### config.mk
export PLATFORM = sky130hd
export DESIGN_NAME = vga_frame_scanner
export DESIGN_NICKNAME = d
export VERILOG_FILES = /design/src/rtl/vga_frame_scanner.sv
export SDC_FILE = /design/constraint.sdc
export NUM_CORES = 1
export LEC_CHECK = 0
export CORE_AREA = 2 2 90 83
export CTS_CLUSTER_DIAMETER = 200
export DETAILED_ROUTE_END_ITERATION = 10
export DIE_AREA = 0 0 92 85
export GPL_ROUTABILITY_DRIVEN = 0
export SETUP_SLACK_MARGIN = 0.5
export SYNTH_ARGS = -nofsm -noshare
export SYNTH_HDL_FRONTEND = slang
export SYNTH_SLANG_ARGS = --single-unit
### constraint.sdc
create_clock -name clk -period 5.8 [get_ports clk]
set_input_delay 1.16 -clock clk [delete_from_list [all_inputs] [get_ports clk]]
set_output_delay 1.16 -clock clk [all_outputs]
set_load 0.005 [all_outputs]
### src/rtl/vga_frame_scanner.sv
// vga_frame_scanner: raster timing generator plus 256x256 grayscale framebuffer fetch.
// Pipeline: stage 0 raster counters, stage 1 address/flag register, stage 2 registered outputs.
// Sync and pixel data leave the block co-aligned, two cycles behind the counters.
module vga_frame_scanner #(
  parameter int unsigned H_VIS  = 640,
  parameter int unsigned H_FP   = 16,
  parameter int unsigned H_SYNC = 96,
  parameter int unsigned H_BP   = 48,
  parameter int unsigned V_VIS  = 480,
  parameter int unsigned V_FP   = 10,
  parameter int unsigned V_SYNC = 2,
  parameter int unsigned V_BP   = 33
) (
  input  logic        clk,
  input  logic        reset,
  input  logic        image_select,
  output logic [16:0] mem_addr,
  input  logic [7:0]  mem_data,
  output logic        hsync,
  output logic        vsync,
  output logic [23:0] rgb_out,
  output logic        frame_start
);

  // Counter width covers line/frame totals up to 1024.
  localparam int unsigned CNT_W   = 10;
  localparam int unsigned IMG_DIM = 256;
  localparam int unsigned H_TOTAL = H_VIS + H_FP + H_SYNC + H_BP;
  localparam int unsigned V_TOTAL = V_VIS + V_FP + V_SYNC + V_BP;

  localparam logic [CNT_W-1:0] H_LAST    = CNT_W'(H_TOTAL - 1);
  localparam logic [CNT_W-1:0] V_LAST    = CNT_W'(V_TOTAL - 1);
  localparam logic [CNT_W-1:0] H_VIS_END = CNT_W'(H_VIS);
  localparam logic [CNT_W-1:0] V_VIS_END = CNT_W'(V_VIS);
  localparam logic [CNT_W-1:0] H_SYNC_LO = CNT_W'(H_VIS + H_FP);
  localparam logic [CNT_W-1:0] H_SYNC_HI = CNT_W'(H_VIS + H_FP + H_SYNC - 1);
  localparam logic [CNT_W-1:0] V_SYNC_LO = CNT_W'(V_VIS + V_FP);
  localparam logic [CNT_W-1:0] V_SYNC_HI = CNT_W'(V_VIS + V_FP + V_SYNC - 1);
  localparam logic [CNT_W-1:0] IMG_END   = CNT_W'(IMG_DIM);

  // Stage 0 state
  logic [CNT_W-1:0] h_cnt;
  logic [CNT_W-1:0] v_cnt;
  logic             slot;

  // Stage 0 decode
  logic h_last_c;
  logic v_last_c;
  logic in_img_c;
  logic hs_raw_c;
  logic vs_raw_c;
  logic first_c;

  // Stage 1 flags travelling alongside mem_addr
  logic in_img_d;
  logic hs_d;
  logic vs_d;
  logic first_d;

  // Decode raster position into region, sync and frame-origin flags.
  always_comb begin
    h_last_c = 1'b0;
    v_last_c = 1'b0;
    in_img_c = 1'b0;
    hs_raw_c = 1'b1;
    vs_raw_c = 1'b1;
    first_c  = 1'b0;

    h_last_c = (h_cnt == H_LAST);
    v_last_c = (v_cnt == V_LAST);
    // Image pixels are only shown where the screen is also visible.
    in_img_c = (h_cnt < H_VIS_END) && (v_cnt < V_VIS_END) &&
               (h_cnt < IMG_END)   && (v_cnt < IMG_END);
    hs_raw_c = !((h_cnt >= H_SYNC_LO) && (h_cnt <= H_SYNC_HI));
    vs_raw_c = !((v_cnt >= V_SYNC_LO) && (v_cnt <= V_SYNC_HI));
    first_c  = (h_cnt == '0) && (v_cnt == '0);
  end

  // Raster counters: pixel counter wraps each line, line counter wraps each frame.
  always_ff @(posedge clk or posedge reset) begin
    if (reset) begin
      h_cnt <= '0;
      v_cnt <= '0;
    end else if (h_last_c) begin
      h_cnt <= '0;
      v_cnt <= v_last_c ? '0 : v_cnt + CNT_W'(1);
    end else begin
      h_cnt <= h_cnt + CNT_W'(1);
    end
  end

  // Image slot only changes on the last pixel of a frame so a frame never mixes slots.
  always_ff @(posedge clk or posedge reset) begin
    if (reset) begin
      slot <= 1'b0;
    end else if (h_last_c && v_last_c) begin
      slot <= image_select;
    end
  end

  // Stage 1: issue framebuffer read inside the image, register flags alongside.
  always_ff @(posedge clk or posedge reset) begin
    if (reset) begin
      mem_addr <= '0;
      in_img_d <= 1'b0;
      hs_d     <= 1'b1;
      vs_d     <= 1'b1;
      first_d  <= 1'b0;
    end else begin
      if (in_img_c) begin
        mem_addr <= {slot, v_cnt[7:0], h_cnt[7:0]};
      end
      in_img_d <= in_img_c;
      hs_d     <= hs_raw_c;
      vs_d     <= vs_raw_c;
      first_d  <= first_c;
    end
  end

  // Stage 2: replicate grayscale onto all channels; black outside the image.
  always_ff @(posedge clk or posedge reset) begin
    if (reset) begin
      rgb_out     <= '0;
      hsync       <= 1'b1;
      vsync       <= 1'b1;
      frame_start <= 1'b0;
    end else begin
      rgb_out     <= in_img_d ? {mem_data, mem_data, mem_data} : 24'h0;
      hsync       <= hs_d;
      vsync       <= vs_d;
      frame_start <= first_d;
    end
  end

endmodule

== Yosys cells after proc, flatten, opt, wreduce, memory -nomap -nowiden ==
Index checks and enable logic that the tools add are counted.
Word-level totals
  register bits after elaboration: 69
  bits of input ports: 11
  output and inout bits: 44
Operators by class
  add/subtract/negate cells: 2
  magnitude comparators: 8
  equality and inequality tests: 2
  muxes and demuxes: 3
  reduce and logical (&&, ||, !) cells: 11
Operator list (number)
  $lt 10x9->1 const B: 3
  $mux 24: 1
  $add 10x1->10 const B: 2
  $eq 10x10->1 const B: 2
  $logic_not 10->1: 2
  $mux 10: 2
  $ge 10x10->1 const B: 1
  $ge 10x9->1 const B: 1
  $le 10x10->1 const B: 1
  $le 10x9->1 const B: 1
  $lt 10x10->1 const B: 1
  $logic_and 1x1->1: 7
  $logic_not 1->1: 2

== Depth between registers and ports, before layout ==
Gate-level depths: netlist of the first run.
  depth in word-level cells: 4
  mapped depth: 6

== Worst setup path after synthesis of the first run ==
Ideal clock, no wire load.
  kind: reg2reg
  start point: register v_cnt[0]
  end point: register slot
  setup time: 125 ps
  data arrival time: 1878 ps
  path slack: 3796 ps
  cell stages (with the launch flop): 7
  path buffers: 0
  clock period less this slack: 2004 ps
  cells stage by stage: dfrtp_1 inv_1 ha_1 or4b_4 or3_4 nor2_4 mux2_4
On the way
  cells in the longest elaborated chain, start to end: 2
Ends and longest elaborated chain
  from (decl): RTL line 43  | logic [CNT_W-1:0] v_cnt;
  from (signal assigned): RTL line 86  | v_cnt <= v_last_c ? '0 : v_cnt + CNT_W'(1);
  $eq 10x10->1: RTL line 70  | v_last_c = (v_cnt == V_LAST);
  $logic_and 1x1->1: RTL line 96  | end else if (h_last_c && v_last_c) begin
  to (signal assigned): RTL line 97  | slot <= image_select;
  to (decl): RTL line 44  | logic slot;
Every way passes these cells.
A chain may end at the register's enable or synchronous reset.

== Worst setup path in the final report of the first run ==
  start point: register hsync
  end point: output hsync
RTL lines
  from (decl): RTL line 19  | output logic hsync,
  from (signal assigned): RTL line 129  | hsync <= hs_d;
No word-level cell between the ends.

==> results of run 1 <==
## layout by cell type, fill, tap and decap left out, drive strengths merged
| cell type | n |
|---|---|
| bufinv | 1 |
| nor2 | 9 |
| and3 | 3 |
| and4 | 3 |
| o21ai | 5 |
| inv | 5 |
| or4b | 3 |
| xnor2 | 6 |
| nand4b | 1 |
| o41ai | 1 |
| or4 | 1 |
| nor4 | 5 |
| nand4 | 2 |
| nand3b | 1 |
| and2 | 9 |
| buf | 1 |
| clkdlybuf4s50 | 54 |
| dfrtp | 49 |
| dfstp | 4 |
| clkinvlp | 1 |
| clkbuf | 6 |
| nand2 | 7 |
| a21oi | 2 |
| or3 | 3 |
| xor2 | 7 |
| ha | 4 |
| nor3 | 5 |
| nand3 | 14 |
| mux2 | 18 |
## metrics by stage
step	total power [mW]	setup slack (ns)	hold WS, ns	util [%]	instance area, sq um
floorplan	0.398	3.36	0.331	-	2350
global placement	0.415	3.28	0.335	41.7	2870
detailed placement	0.416	3.24	0.335	41.7	2870
CTS	0.676	3.30	0.356	43.4	2990
global route	0.691	3.28	0.361	43.4	2990
finish	0.667	3.32	0.354	43.4	2990
## worst register-to-register path: stages (launching register included)
cell	delay (ns)
dfrtp_1	0.43
inv_1	0.12
ha_1	0.14
or4b_4	0.45
or3_4	0.41
nor2_4	0.17
mux2_4	0.31
## power by group
part / internal, mW / switching, mW / leakage, nW
clock: 0.140 / 0.119 / 0.0574
sequential: 0.372 / 0.00194 / 0.679
combinational: 0.0211 / 0.0121 / 0.544
total: 0.534 / 0.133 / 1.28
## final cells by class
cell class	instances	area share, %
Multi-Input combinational cell	109	28.7
Clock buffer	6	2.76
Clock inverter	2	1.25
Inverter	5	0.627
Tap cell	93	3.89
Timing Repair Buffer	55	18.3
Sequential cell	53	44.5
## routing by layer
| layer | part of all wire (%) | vias up | global-route usage [%] |
|---|---|---|---|
| li1 | - | 723 | - |
| met1 | 49 | 738 | 16.5 |
| met2 | 45 | 40 | 18.4 |
| met3 | 4.9 | 5 | 3.20 |
| met4 | 0.98 | 0 | 3.66 |
| met5 | 0 | - | 0 |
## path summary, 6_finish.rpt
path / from / to / slack [ns] / depth (start not counted)
max: hsync / hsync / 3.32 / 1
min: first_d / frame_start / 0.35 / 0
min in group asynchronous: reset / rgb_out[22] / 1.45 / 2
max reg2reg: v_cnt[1] / slot / 3.66 / 6
max in group asynchronous: reset / mem_addr[4] / 3.69 / 2
min reg2reg: first_d / frame_start / 0.35 / 0
## cells by family after synthesis
| group | count (synthesis) | synth area share, % |
|---|---|---|
| and+or+nand+nor | 66 | 18.9 |
| DFF | 53 | 56.6 |
| buffers and inverters | 26 | 6.87 |
| muxes | 18 | 8.78 |
| xor gates and xnor gates | 13 | 4.84 |
| AOI/OAI and AO/OA | 8 | 1.86 |
| adders and majority gates | 4 | 2.13 |
## state kept, by name (all words and copies together), names as in the netlist, 8 cells and up
signal    flops
rgb_out       8
v_cnt        10
mem_addr     17
h_cnt        10
==> reports/results.ini, run 1 <==
[outcome]
outcome = complete, no violations

[worst_setup_path]
worst_path_largest_cell_delay_ns = 0.53
start_kind = flop
critPathTopFamily = flip-flops
arrival_ns = 1.32
crit_path_top_delay_cell = dfstp_2
worst-path-buf-inv = 1
end_kind = primary output
required_ns = 4.64
critPathMaxFanout = 1
worst-setup-path-type = flop to primary output
crit_path_cell_trace = clkdlybuf4s50_1

[clock_network]
cts_root_buf = clkbuf_8
insertion_delay_ns = 0.30
cts_sinks = 53
clock_path_buffers = 2
cts_setup_buffers = 0
post_cts.resized_instances = 0
ctsHoldBuffers = 0
clkTransAtPathRegs_ns = 0.09
htreeDepth = 2
numCtsBuffers = 5
cts_tree = yes

[synth]
synth_area_per_cell_sq_um = 12.5
yosys.area.top_type_share_pct = 52.2
synthTopCellsByCount = 49 x dfrtp_1, 17 x mux2_2, 16 x buf_4
async_flop_share_pct = 100
synth_edf_count = 0
synth.most_common_cell = dfrtp_1
synth_nets = 203
synthCells = 188
yosys_register_bits = 53
ys_types = 39
synthFlopType = dfrtp_1
yosys_warnings = 0
netlist_area_sq_mm = 0.00235
synth.largest_area_cell = dfrtp_1
yosysSeqAreaShare_pct = 56.6
synthTopCellsByArea = dfrtp_1 52%, mux2_2 8.1%, buf_4 5.1%

[die]
ioPinCount = 55
initial_utilization_pct = 34.1
core_sq_mm = 0.00689
dieArea_sq_mm = 0.00782
fp-row-count = 29
die_w_um = 92
die_y_um = 85

[global_routing]
gr-total-overflow = 0
grt_use_total_pct = 11.9
grt_start_max_net_pins = 54
grt_first_pass_wirelength_mm = 7.35
antenna_found_initial = 0
grt_pass1_vias = 1493

[power]
p_leak_nw = 1.28
irDropWorstVdd_mv = 0.106
power_density_mw_per_mm2 = 223

[sta]
min_period_over_period_pct = 42.7
final-hold-violation-count = 0
finClkSkew_ns = 0.00573
slew_violations = 0
setup_viol = 0
tightest_slew_ns = 1.08
max_freq_mhz = 403
finalCriticalPeriod_ns = 2.48
maxSlewHeadroom_pct = 28.2
fin_tns_setup_ns = 0
rsz0062_at_grt = false

[placement]
dp_cells = 315
port_buffers = 54
dp_hpwl_mm = 2.94

[routing]
routed_wl_mm = 4.27
vias_per_cell = 4.66
wl_per_cell_um = 13.2
route.detailed.drc = 0
ant_nets = 0
drtIter0Drc = 74
firstDrtPassIters = 4
vias = 1506

[hold_path]
worst_hold_path_type = flop to flop

[layout]
multi_input_area_sq_um = 858
syn_to_final_growth_pct = 27.3
ff_latch_area_sq_mm = 0.00133
fin_cells = 323
fill_cells = 662
antennaDiodeCount = 0
nNetsFinal = 244
drive_above_1_share_pct = 19.1

[run]
maxCapViolations = 0

Note: power is estimated with default switching activity, not from simulation.
==> run 2, diff against run 1 <==
==> constraint.sdc (replaced) <==
create_clock -name clk -period 2.24 [get_ports clk]
set_input_delay 0.448 -clock clk [delete_from_list [all_inputs] [get_ports clk]]
set_output_delay 0.448 -clock clk [all_outputs]
set_load 0.005 [all_outputs]
==> run 2 against run 1 <==
  * Worst hold slack better by 0.0078 ns
  * Cell count rose by 4.6%
  * First-iteration DRC count down 22%
  * Sequential power rose to 2.6 times the previous value
  * Non-clock buffer count grew 15
  * Combinational power grew to 2.8 times the previous value
  * Total power increased by 140%
  * Critical endpoint is now slot
  * Highest routed layer unchanged
==> reports/results.ini, run 2 (synthesis results as in run 1) <==
[layout]
multi_input_area_sq_um = 893  ; +4.1%
fin_cells = 338  ; +4.6%
antennaDiodeCount = 0  ; unchanged
layout_common_cells = 52 x clkdlybuf4s50_1, 46 x dfrtp_1, 17 x mux2_2, 15 x buf_4, 12 x nand3_1
drive_above_1_share_pct = 27.8  ; +8.6 points
top_regs = mem_addr: 17 flops, h_cnt: 10 flops, v_cnt: 10 flops
nNetsFinal = 259  ; +6.1%
fill_cells = 653  ; -1.4%
final_common_cell = clkdlybuf4s50_1
ff_latch_area_sq_mm = 0.00134  ; +0.28%
postLayoutCoreUtil_pct = 45.3  ; +1.9 points
regMostFlops = mem_addr
syn_to_final_growth_pct = 32.8
largest_reg_flops = 17  ; unchanged

[hold_path]
hp-start = first_d
worst_hold_path_type = flop to flop

[routing]
ant_nets = 0  ; unchanged
routed_wl_mm = 4.58  ; +7.2%
vias = 1566  ; +4.0%
route.detailed.drc = 0  ; unchanged
wl_per_cell_um = 13.5  ; +2.4%
vias_per_cell = 4.63  ; -0.63%
firstDrtPassIters = 4  ; unchanged
drtIter0Drc = 58  ; -22%

[sta]
tightest_slew_ns = 0.342  ; -0.733 ns
maxSlewHeadroom_pct = 77.0  ; +49 points
finalCriticalPeriod_ns = 1.98
rsz0062_at_grt = true
min_period_over_period_pct = 88.3
max_freq_mhz = 506
slew_violations = 0  ; unchanged
setup_viol = 0  ; unchanged
fin_tns_setup_ns = 0  ; unchanged
final-hold-violation-count = 0  ; unchanged
finClkSkew_ns = 0.00394  ; -0.00179 ns

[placement]
dp_cells = 318  ; +0.95%
dp_hpwl_mm = 3.16  ; +7.6%
port_buffers = 54  ; unchanged

[worst_setup_path]
r2r-start = v_cnt[0]
worst_path_largest_cell_delay_ns = 0.45  ; -0.08 ns
crit_path_top_delay_cell = or4b_4
worst-setup-path-type = flop to flop
end_kind = flop
r2r_cells = 6  ; unchanged
critPathMaxFanout = 2  ; +1
crit_path_end = slot
crit_path_cell_trace = inv_2, ha_4, or4b_4, or3_4, nor2_4, mux2_4
r2r_slack_ns = 0.26  ; -3.40 ns
r2r-end = slot
required_ns = 2.44  ; -2.20 ns
start_kind = flop
arrival_ns = 2.18  ; +0.86 ns
cp-startpoint = v_cnt[0]

[global_routing]
gr-total-overflow = 0  ; unchanged
grt_start_max_net_pins = 25  ; -54%
grt_pass1_vias = 1560  ; +4.5%
antenna_found_initial = 0  ; unchanged
grt_first_pass_wirelength_mm = 7.76  ; +5.6%
grt_use_total_pct = 12.6  ; +0.66 points

[clock_network]
clkTransAtPathRegs_ns = 0.09  ; about the same
htreeDepth = 2  ; unchanged
ctsHoldBuffers = 0  ; unchanged
cts_root_buf = clkbuf_8
numCtsBuffers = 5  ; unchanged
cts_sinks = 53  ; unchanged
cts_tree = yes
clock_path_buffers = 2  ; unchanged
insertion_delay_ns = 0.31  ; about the same

[run]
maxCapViolations = 0  ; unchanged

[die]
core_sq_mm = 0.00689  ; unchanged
dieArea_sq_mm = 0.00782  ; unchanged
initial_utilization_pct = 34.1  ; unchanged
fp-row-count = 29  ; unchanged
ioPinCount = 55  ; unchanged
die_y_um = 85  ; unchanged
die_w_um = 92  ; unchanged

[outcome]
outcome = complete, no violations

[power]
irDropWorstVdd_mv = 0.350  ; +230%
power_density_mw_per_mm2 = 513  ; +130%
p_leak_nw = 1.33  ; +4.0%

[run 2: worst min-delay path by stage]
stage,end,slack [ns],depth (start not counted)
global placement,frame_start,0.34,0
floorplan,frame_start,0.33,0
global route,vsync,0.37,0
detailed placement,frame_start,0.34,0
finish,frame_start,0.36,0
CTS,hsync,0.37,0
[run 2: worst max-delay path: cells and delay by family (launching register included)]
kind	cells	cell delay [ns]
AND/OR/NAND/NOR	3	0.95
multiplexers	1	0.30
flip-flops	1	0.40
adder cells (fa/ha/maj)	1	0.13
buffers and inverters	1	0.09
[run 2: power breakdown]
| part | switching [mW] | leakage, nW | internal (mW) |
|---|---|---|---|
| clock | 0.320 | 0.0374 | 0.221 |
| combinational | 0.0323 | 0.618 | 0.0593 |
| sequential | 0.00488 | 0.677 | 0.964 |
| total | 0.357 | 1.33 | 1.24 |
[run 2: metrics by stage]
step	power [mW]	hold WS, ns	area (sq um)	setup WS [ns]
after detailed placement	1.08	0.343	2910	0.149
after CTS	1.62	0.365	3070	0.280
after floorplan	1.03	0.331	2350	0.263
final	1.60	0.362	3120	0.263
after global routing	1.67	0.372	3120	0.235
after global placement	1.08	0.339	2910	0.217
[run 2: routing by layer]
layer	part of all wire [%]	vias to the layer above	GRT usage, %	routed length, um
li1	-	747	-	-
met4	0.55	0	2.85	25
met1	48	761	17.8	2170
met3	6.6	2	4.09	304
met5	0	-	0	0
met2	45	56	18.9	2070
[run 2: what timing repair did]
action	in CTS	in global routing
setup endpoints to repair	19	26
resized for setup	8	7
setup buffers	8	4
pin swaps	5	5
[run 2: final cells by class]
class / instances / area share [%]
Clock inverter: 2 / 0.481
Inverter: 5 / 0.601
Multi-Input combinational cell: 109 / 28.6
Timing Repair Buffer: 70 / 21.5
Tap cell: 93 / 3.73
Sequential cell: 53 / 42.8
Clock buffer: 6 / 2.32
==> run 3, diff against run 2 <==
--- a/config.mk
+++ b/config.mk
@@ -7,9 +7,11 @@
 export LEC_CHECK = 0
 export CORE_AREA = 2 2 90 83
 export CTS_CLUSTER_DIAMETER = 200
+export CTS_CLUSTER_SIZE = 20
 export DETAILED_ROUTE_END_ITERATION = 10
 export DIE_AREA = 0 0 92 85
 export GPL_ROUTABILITY_DRIVEN = 0
+export REMOVE_ABC_BUFFERS = 1
 export SETUP_SLACK_MARGIN = 0.5
 export SYNTH_ARGS = -nofsm -noshare
 export SYNTH_HDL_FRONTEND = slang
==> run 3 against run 2 <==
  * First-iteration DRC count fell by 1.7%
  * Flip-flop and latch count did not move
  * Via count fell by 1.3%
  * Die area did not move
  * Sequential share of layout area rose by 0.32 points
  * Global-route usage barely moved
  * Sequential power barely moved
  * Register-to-register slack barely moved
  * Cell count fell by 0.30%
  * Clock skew rose by 0.0030 ns
  * Utilization fell by 0.38 points
  * Combinational power fell by 1%
==> reports/results.ini, run 3 (synthesis results as in run 1) <==
[clock_network]
clock_path_buffers = 2  ; unchanged
clkTransAtPathRegs_ns = 0.10  ; about the same
numCtsBuffers = 5  ; unchanged
insertion_delay_ns = 0.31  ; about the same
cts_tree = yes
cts_root_buf = clkbuf_8
ctsHoldBuffers = 0  ; unchanged
cts_sinks = 53  ; unchanged
htreeDepth = 2  ; unchanged

[sta]
tightest_slew_ns = 0.314  ; -0.0283 ns
finClkSkew_ns = 0.00692  ; +0.00298 ns
fin_tns_setup_ns = 0  ; unchanged
setup_viol = 0  ; unchanged
maxSlewHeadroom_pct = 78.9  ; +1.9 points
whs_ns = 0.360  ; -0.00172 ns
finalCriticalPeriod_ns = 1.97  ; -0.0104 ns
slew_violations = 0  ; unchanged
rsz0062_at_grt = true
final-hold-violation-count = 0  ; unchanged
min_period_over_period_pct = 87.8  ; -0.46 points
fin_ws_ns = 0.273  ; +0.0104 ns
max_freq_mhz = 508  ; +0.53%

[power]
report.power.total_mw = 1.62  ; +0.87%
power_density_mw_per_mm2 = 522  ; +1.7%
irDropWorstVdd_mv = 0.286  ; -18%
p_leak_nw = 1.34  ; +0.66%

[layout]
final_common_cell = clkdlybuf4s50_1
top_regs = mem_addr: 17 flops, h_cnt: 10 flops, v_cnt: 10 flops
syn_to_final_growth_pct = 31.7
regMostFlops = mem_addr
fin_area_sq_mm = 0.00310  ; -0.84%
layout_common_cells = 52 x clkdlybuf4s50_1, 47 x dfrtp_1, 17 x mux2_2, 13 x buf_4, 12 x nand3_1
antennaDiodeCount = 0  ; unchanged
nNetsFinal = 258  ; -0.39%
fill_cells = 661  ; +1.2%
largest_reg_flops = 17  ; unchanged
drive_above_1_share_pct = 26.2  ; -1.5 points

[die]
die_w_um = 92  ; unchanged
dieArea_sq_mm = 0.00782  ; unchanged
core_sq_mm = 0.00689  ; unchanged
die_y_um = 85  ; unchanged
initial_utilization_pct = 34.1  ; unchanged
ioPinCount = 55  ; unchanged
fp-row-count = 29  ; unchanged

[routing]
vias = 1545  ; -1.3%
route.detailed.drc = 0  ; unchanged
ant_nets = 0  ; unchanged
drtIter0Drc = 57  ; -1.7%
firstDrtPassIters = 4  ; unchanged
wl_per_cell_um = 13.7  ; +1.4%
vias_per_cell = 4.58  ; -1.0%
routed_wl_mm = 4.63  ; +1.1%

[global_routing]
grt_start_max_net_pins = 54  ; +120%
gr-total-overflow = 0  ; unchanged
grt_pass1_vias = 1529  ; -2.0%
antenna_found_initial = 0  ; unchanged
grt_use_total_pct = 12.6  ; +0.019 points
grt_first_pass_wirelength_mm = 7.87  ; +1.4%

[worst_setup_path]
critPathMaxFanout = 2  ; unchanged
arrival_ns = 2.17  ; about the same
required_ns = 2.44  ; about the same
worst-setup-path-type = flop to flop
start_kind = flop
end_kind = flop

[run]
maxCapViolations = 0  ; unchanged

[hold_path]
worst_hold_path_type = flop to flop

[placement]
port_buffers = 54  ; unchanged
dpl-instance-area_sq_mm = 0.00290  ; -0.26%
dp_slack_ns = 0.133  ; -0.0157 ns
dp_hpwl_mm = 3.15  ; -0.54%

[outcome]
outcome = complete, no violations

==> run 3: per-stage QoR <==
| stage | cells | util [%] |
|---|---|---|
| 2_1_floorplan | 167 | - |
| 3_3_place_gp | 317 | 42.1 |
| 3_5_place_dp | 317 | 42.1 |
| 4_1_cts | 334 | 44.4 |
| 5_1_grt | 337 | 44.9 |
| 6_report | 337 | 44.9 |
==> run 3: final cells by class <==
cell class / instances / area, sq um / area share [%]
inverters: 5 / 18.8 / 0.606
well taps: 93 / 116 / 3.76
multi-input cells: 109 / 865 / 27.9
repair buffers: 69 / 667 / 21.5
clock buffers: 5 / 68.8 / 2.22
flip-flops and latches: 53 / 1330 / 43.1
clock inverters: 3 / 26.3 / 0.849
==> run 3: worst paths after layout <==
kind | from | to | slack (ns) | cells past startpoint
setup / recovery | v_cnt[0] | slot | 0.27 | 6
hold / removal | first_d | frame_start | 0.36 | 0
setup reg to reg | v_cnt[0] | slot | 0.27 | 6
hold reg to reg | first_d | frame_start | 0.36 | 0
max in group asynchronous | reset | hs_d | 1.46 | 3
min in group asynchronous | reset | rgb_out[18] | 0.50 | 3
==> run 3: report_power, final <==
part           leakage (nW)  total (mW)  internal, mW  switching, mW
Clock                0.0487       0.555         0.228          0.327
Sequential            0.678       0.969         0.964        0.00545
Combinational         0.614      0.0907        0.0584         0.0323
Total                  1.34        1.62          1.25          0.365
==> run 3: metal layers <==
metal / GRT usage (%) / part of all wire (%) / vias up
li1: - / - / 747
met1: 18.3 / 48 / 760
met2: 18.8 / 46 / 29
met3: 3.11 / 3.5 / 9
met4: 3.66 / 1.6 / 0
met5: 0 / 0 / -
==> run 3: timing repair <==
item / CTS / global route
pin swaps: 3 / 1
endpoints found under the setup margin: 10 / 8
resized for setup: 7 / 4
buffers inserted: 9 / 3
==> run 3: worst max-delay path, cell delays in order (launching register included) <==
cell and delay, ns:
dfrtp_1 0.40, inv_2 0.07, ha_1 0.14, or4b_4 0.46, or3_4 0.37, nor2_4 0.11, mux2_4 0.30
==> variant 1: new RTL, settings of run 1 <==
Take the reset off `rgb_out` and load it in a clocked block of its own.
--- a/src/rtl/vga_frame_scanner.sv
+++ b/src/rtl/vga_frame_scanner.sv
@@ -120,17 +120,19 @@
   // Stage 2: replicate grayscale onto all channels; black outside the image.
   always_ff @(posedge clk or posedge reset) begin
     if (reset) begin
-      rgb_out     <= '0;
       hsync       <= 1'b1;
       vsync       <= 1'b1;
       frame_start <= 1'b0;
     end else begin
-      rgb_out     <= in_img_d ? {mem_data, mem_data, mem_data} : 24'h0;
       hsync       <= hs_d;
       vsync       <= vs_d;
       frame_start <= first_d;
     end
   end
 
+  always_ff @(posedge clk) begin
+    rgb_out <= in_img_d ? {mem_data, mem_data, mem_data} : 24'h0;
+  end
+
 endmodule
 
Function: differs if reset is asserted again (counterexample within 4 cycles, from zero or initial values and one cycle with reset high); with reset held inactive, the same outputs for 10 cycles.
==> variant 1 against run 1 <==
Total power increased by 4.3%. Sequential power about the same. Routed wire length decreased by 3.8%. Global-route usage decreased by 0.29 points. Hold slack improved by 0.0067 ns. Setup slack improved by 0.0091 ns. Non-clock buffer count increased by 1. Sequential cell count unchanged. Fmax increased by 0.37%. Area after synthesis decreased by 3.4%. Via count decreased by 0.13%. Cell area decreased by 2.3%. Synthesized cell count increased by 1.1%. Highest routed layer unchanged.
==> variant 1: results (changes against run 1) <==
Run status
  – Status: finished, final reports clean

Global routing
  – First-pass GRT wire length: 7290 um (-0.75%)
  – Largest net degree at the start of global routing: 46 (-15%)
  – GRT Total Usage: 11.6% (-0.29 points)

Routing
  – Routed WL: 4110 um (-3.8%)
  – Vias per cell: 4.63 (-0.75%)
  – DR iter-0 viols: 111 (+50%)
  – DR WL/cell: 12.6 um (-4.4%)

Worst setup path
  – R2R Path Start: h_cnt[0]
  – R2r endpoint: v_cnt[4]

Yosys
  – Syn Nets: 205 (+0.99%)
  – Commonest cells in the netlist: dfrtp_1 (41), mux2_2 (19), buf_4 (16)
  – Asr flop ratio synth: 84.9% (-15 points)
  – Share of the yosys chip area belonging to registers: 56.9% (+0.23 points)
  – Synth cell types: 36 (-7.7%)
  – Top cells by area, synth: dfrtp_1 (45%), mux2_2 (9.4%), dfxtp_1 (7.1%)

Layout
  – Fillers: 680 (+2.7%)
  – Final nets: 246 (+0.82%)

Placement
  – Detailed placement HPWL: 2870 um (-2.2%)
  – Placed insts: 317 (+0.63%)
  – Placement Cell Area: 0.00279 mm2 (-2.9%)

Power and ir drop
  – Leakage power: 0.00125 uW (-2.3%)
  – Worst vdd ir: 0.106 mV (about the same)

STA
  – Clk_skew: 0.00433 ns (-0.00140 ns)
  – WHS: 0.361 ns (+0.00670 ns)

Worst hold path
  – Hold EP: hsync
  – Hold path start: hs_d
## variant 1: cell count changes after synthesis, moves of 4 or more
cell / change
nand4_1: +4
dfxtp_1: +8
nand2_1: +5
dfrtp_1: -8
## variant 1: cells by family after synthesis
| logic type | count (synthesis) | synth area share (%) |
|---|---|---|
| XOR/XNOR | 11 | 4.24 |
| flip-flops | 53 | 56.9 |
| buffers and inverters | 29 | 7.88 |
| AND/OR/NAND/NOR | 64 | 16.5 |
| adder cells (fa/ha/maj) | 4 | 2.20 |
| AO/OA/AOI/OAI | 9 | 2.42 |
| multiplexers | 20 | 9.86 |
## variant 1: worst max-delay path by stage
stage | slack, ns | from | depth (start not counted) | end
final | 3.33 | hsync | 1 | hsync
after global placement | 3.66 | h_cnt[0] | 5 | v_cnt[4]
after CTS | 3.31 | hsync | 1 | hsync
after global routing | 3.28 | hsync | 1 | hsync
after detailed placement | 3.59 | h_cnt[0] | 5 | v_cnt[4]
after floorplan | 3.59 | reset | 1 | first_d
## variant 1: final cells by class
cell class | instances | area [um2] | area share [%]
Multi-Input combinational cell | 108 | 801 | 27.4
Inverter | 7 | 26.3 | 0.899
Sequential cell | 53 | 1290 | 44.2
Tap cell | 93 | 116 | 3.98
Clock buffer | 5 | 68.8 | 2.35
Timing Repair Buffer | 56 | 556 | 19.0
Clock inverter | 3 | 65.1 | 2.23
## variant 1: power breakdown
group	internal (uW)	total (uW)	switching, uW
Combinational	21.5	32.4	10.9
Clock	171	289	118
Sequential	372	373	1.91
Total	564	695	131
## variant 1: metal layers
layer	part of all wire [%]	global-route usage [%]	vias to the layer above	wire length [um]
li1	-	-	711	-
met1	47	16.4	727	1930
met2	43	17.0	60	1780
met3	8.6	3.91	6	353
met4	1.1	3.53	0	44
met5	0	0	-	0
==> variant 2: new RTL, settings of run 1 <==
Without the edit above. Change the localparam `CNT_W` from 10 to 20.
--- a/src/rtl/vga_frame_scanner.sv
+++ b/src/rtl/vga_frame_scanner.sv
@@ -23,7 +23,7 @@
 );
 
   // Counter width covers line/frame totals up to 1024.
-  localparam int unsigned CNT_W   = 10;
+  localparam int unsigned CNT_W   = 20;
   localparam int unsigned IMG_DIM = 256;
   localparam int unsigned H_TOTAL = H_VIS + H_FP + H_SYNC + H_BP;
   localparam int unsigned V_TOTAL = V_VIS + V_FP + V_SYNC + V_BP;
Formal check against the unedited RTL: no difference found for any inputs over 10 cycles, from zero or initial values and one cycle with reset high; that may be too few to reach the edited logic, so the function may still have changed.
==> variant 2 against run 1 <==
Fmax is 1.1% lower. Global-route usage is 4.2 points higher. Clock power is 29% higher. Area after synthesis is 40% higher. Total power is 33% higher. Routed wire length is 35% higher. Critical path type unchanged. Synthesized cell count is 48% higher. Hold slack worse by 0.0032 ns. Sequential power is 38% higher. Cell area is 32% higher. Sequential share of layout area is 2.0 points higher. Sequential cell count is 20 higher. Setup slack worse by 0.028 ns.
==> variant 2: results (changes against run 1) <==
Layout
  – Largest regs: h_cnt: 20 flops, v_cnt: 20 flops, mem_addr: 17 flops
  – Final clock-cell share: 4.09% (+0.079 points)
  – Final Instance Area: 0.00394 mm2 (+32%)
  – Multi-input logic portion of the cell area: 31.9% (+3.3 points)
  – Clock buf count: 11 (+5)
  – Fillers: 597 (-9.8%)
  – Signal buf overhead: 13.9% (-4.4 points)
  – Final nets: 335 (+37%)
  – Non-clk invs: 7 (+2)
  – Final Non-Filler Cells: 417 (+29%)
  – Layout cell share with drive strength beyond 1: 15.4% (-3.7 points)
  – FFs & Latches: 73 (+38%)
  – Multi-input gates: 174 (+60%)

Yosys
  – Syn Nets: 294 (+45%)
  – Commonest cells in the netlist: dfrtp_1 (69), xnor2_1 (26), nor2_1 (21)
  – Share of the yosys chip area belonging to registers: 55.5% (-1.1 points)
  – Mapped Area: 0.00330 mm2 (+40%)
  – Top cells by area, synth: dfrtp_1 (52%), xnor2_1 (6.9%), mux2_2 (6.8%)
  – Post-synthesis compound-gate area fraction: 1.86% (-0.0045 points)
  – Multiplexer share of the synthesized area: 7.17% (-1.6 points)
  – Mean post-synth cell area: 11.8 um2 (-5.4%)
  – Post-Synth XOR/XNOR Area: 8.23% (+3.4 points)
  – Synth cell types: 41 (+5.1%)

Worst setup path
  – R2R cell count: 5 (-1)

Clocking
  – Clk_lat worst skew: 0.34 ns (+0.04 ns)
  – CTS HTree Levels: 3 (+1)
  – Clk slew on worst S/H paths: 0.07 ns (-0.02 ns)
  – Number of buffers created by CTS: 9 (+4)

Placement
  – Placement Cell Area: 0.00378 mm2 (+32%)
  – Detailed placement HPWL: 3930 um (+34%)
  – Post-place setup slack: 3.06 ns (-0.187 ns)

Routing
  – Routed WL: 5750 um (+35%)
  – Vias per cell: 5.16 (+11%)
  – Met1 WL: 2900 um (+39%)

Run status
  – Status: finished, final reports clean

STA
  – Slew @ Worst Pin: 0.952 ns (-0.123 ns)

Global routing
  – GRT Total Usage: 16.1% (+4.2 points)
  – Met3 usage: 3.29% (+0.089 points)
  – Met1 Use GR: 22.2% (+5.8 points)
  – Met2 Use GR: 24.3% (+5.9 points)

Power and ir drop
  – Leakage power: 0.00172 uW (+34%)
-- variant 2: kinds of logic (layout without fill, tap and decap cells) --
group,after synthesis,count (layout)
multiplexers,21,21
XOR/XNOR,31,31
AO/OA/AOI/OAI,7,7
AND/OR/NAND/NOR,111,111
adder cells (fa/ha/maj),4,4
flip-flops,73,73
buffers and inverters,32,77
-- variant 2: worst paths after layout --
check                      slack, ns      endpoint       from
max in group asynchronous       3.50         vsync      reset
hold reg to reg                 0.35   frame_start    first_d
min in group asynchronous       1.34     v_cnt[16]      reset
setup reg to reg                3.31  mem_addr[11]  h_cnt[15]
hold / removal                  0.35   frame_start    first_d
setup / recovery                3.29         vsync      vsync
-- variant 2: where the power goes --
part | switching (uW) | internal [uW] | total, uW
clock | 173 | 162 | 335
sequential | 2.21 | 513 | 515
combinational | 15.0 | 22.6 | 37.7
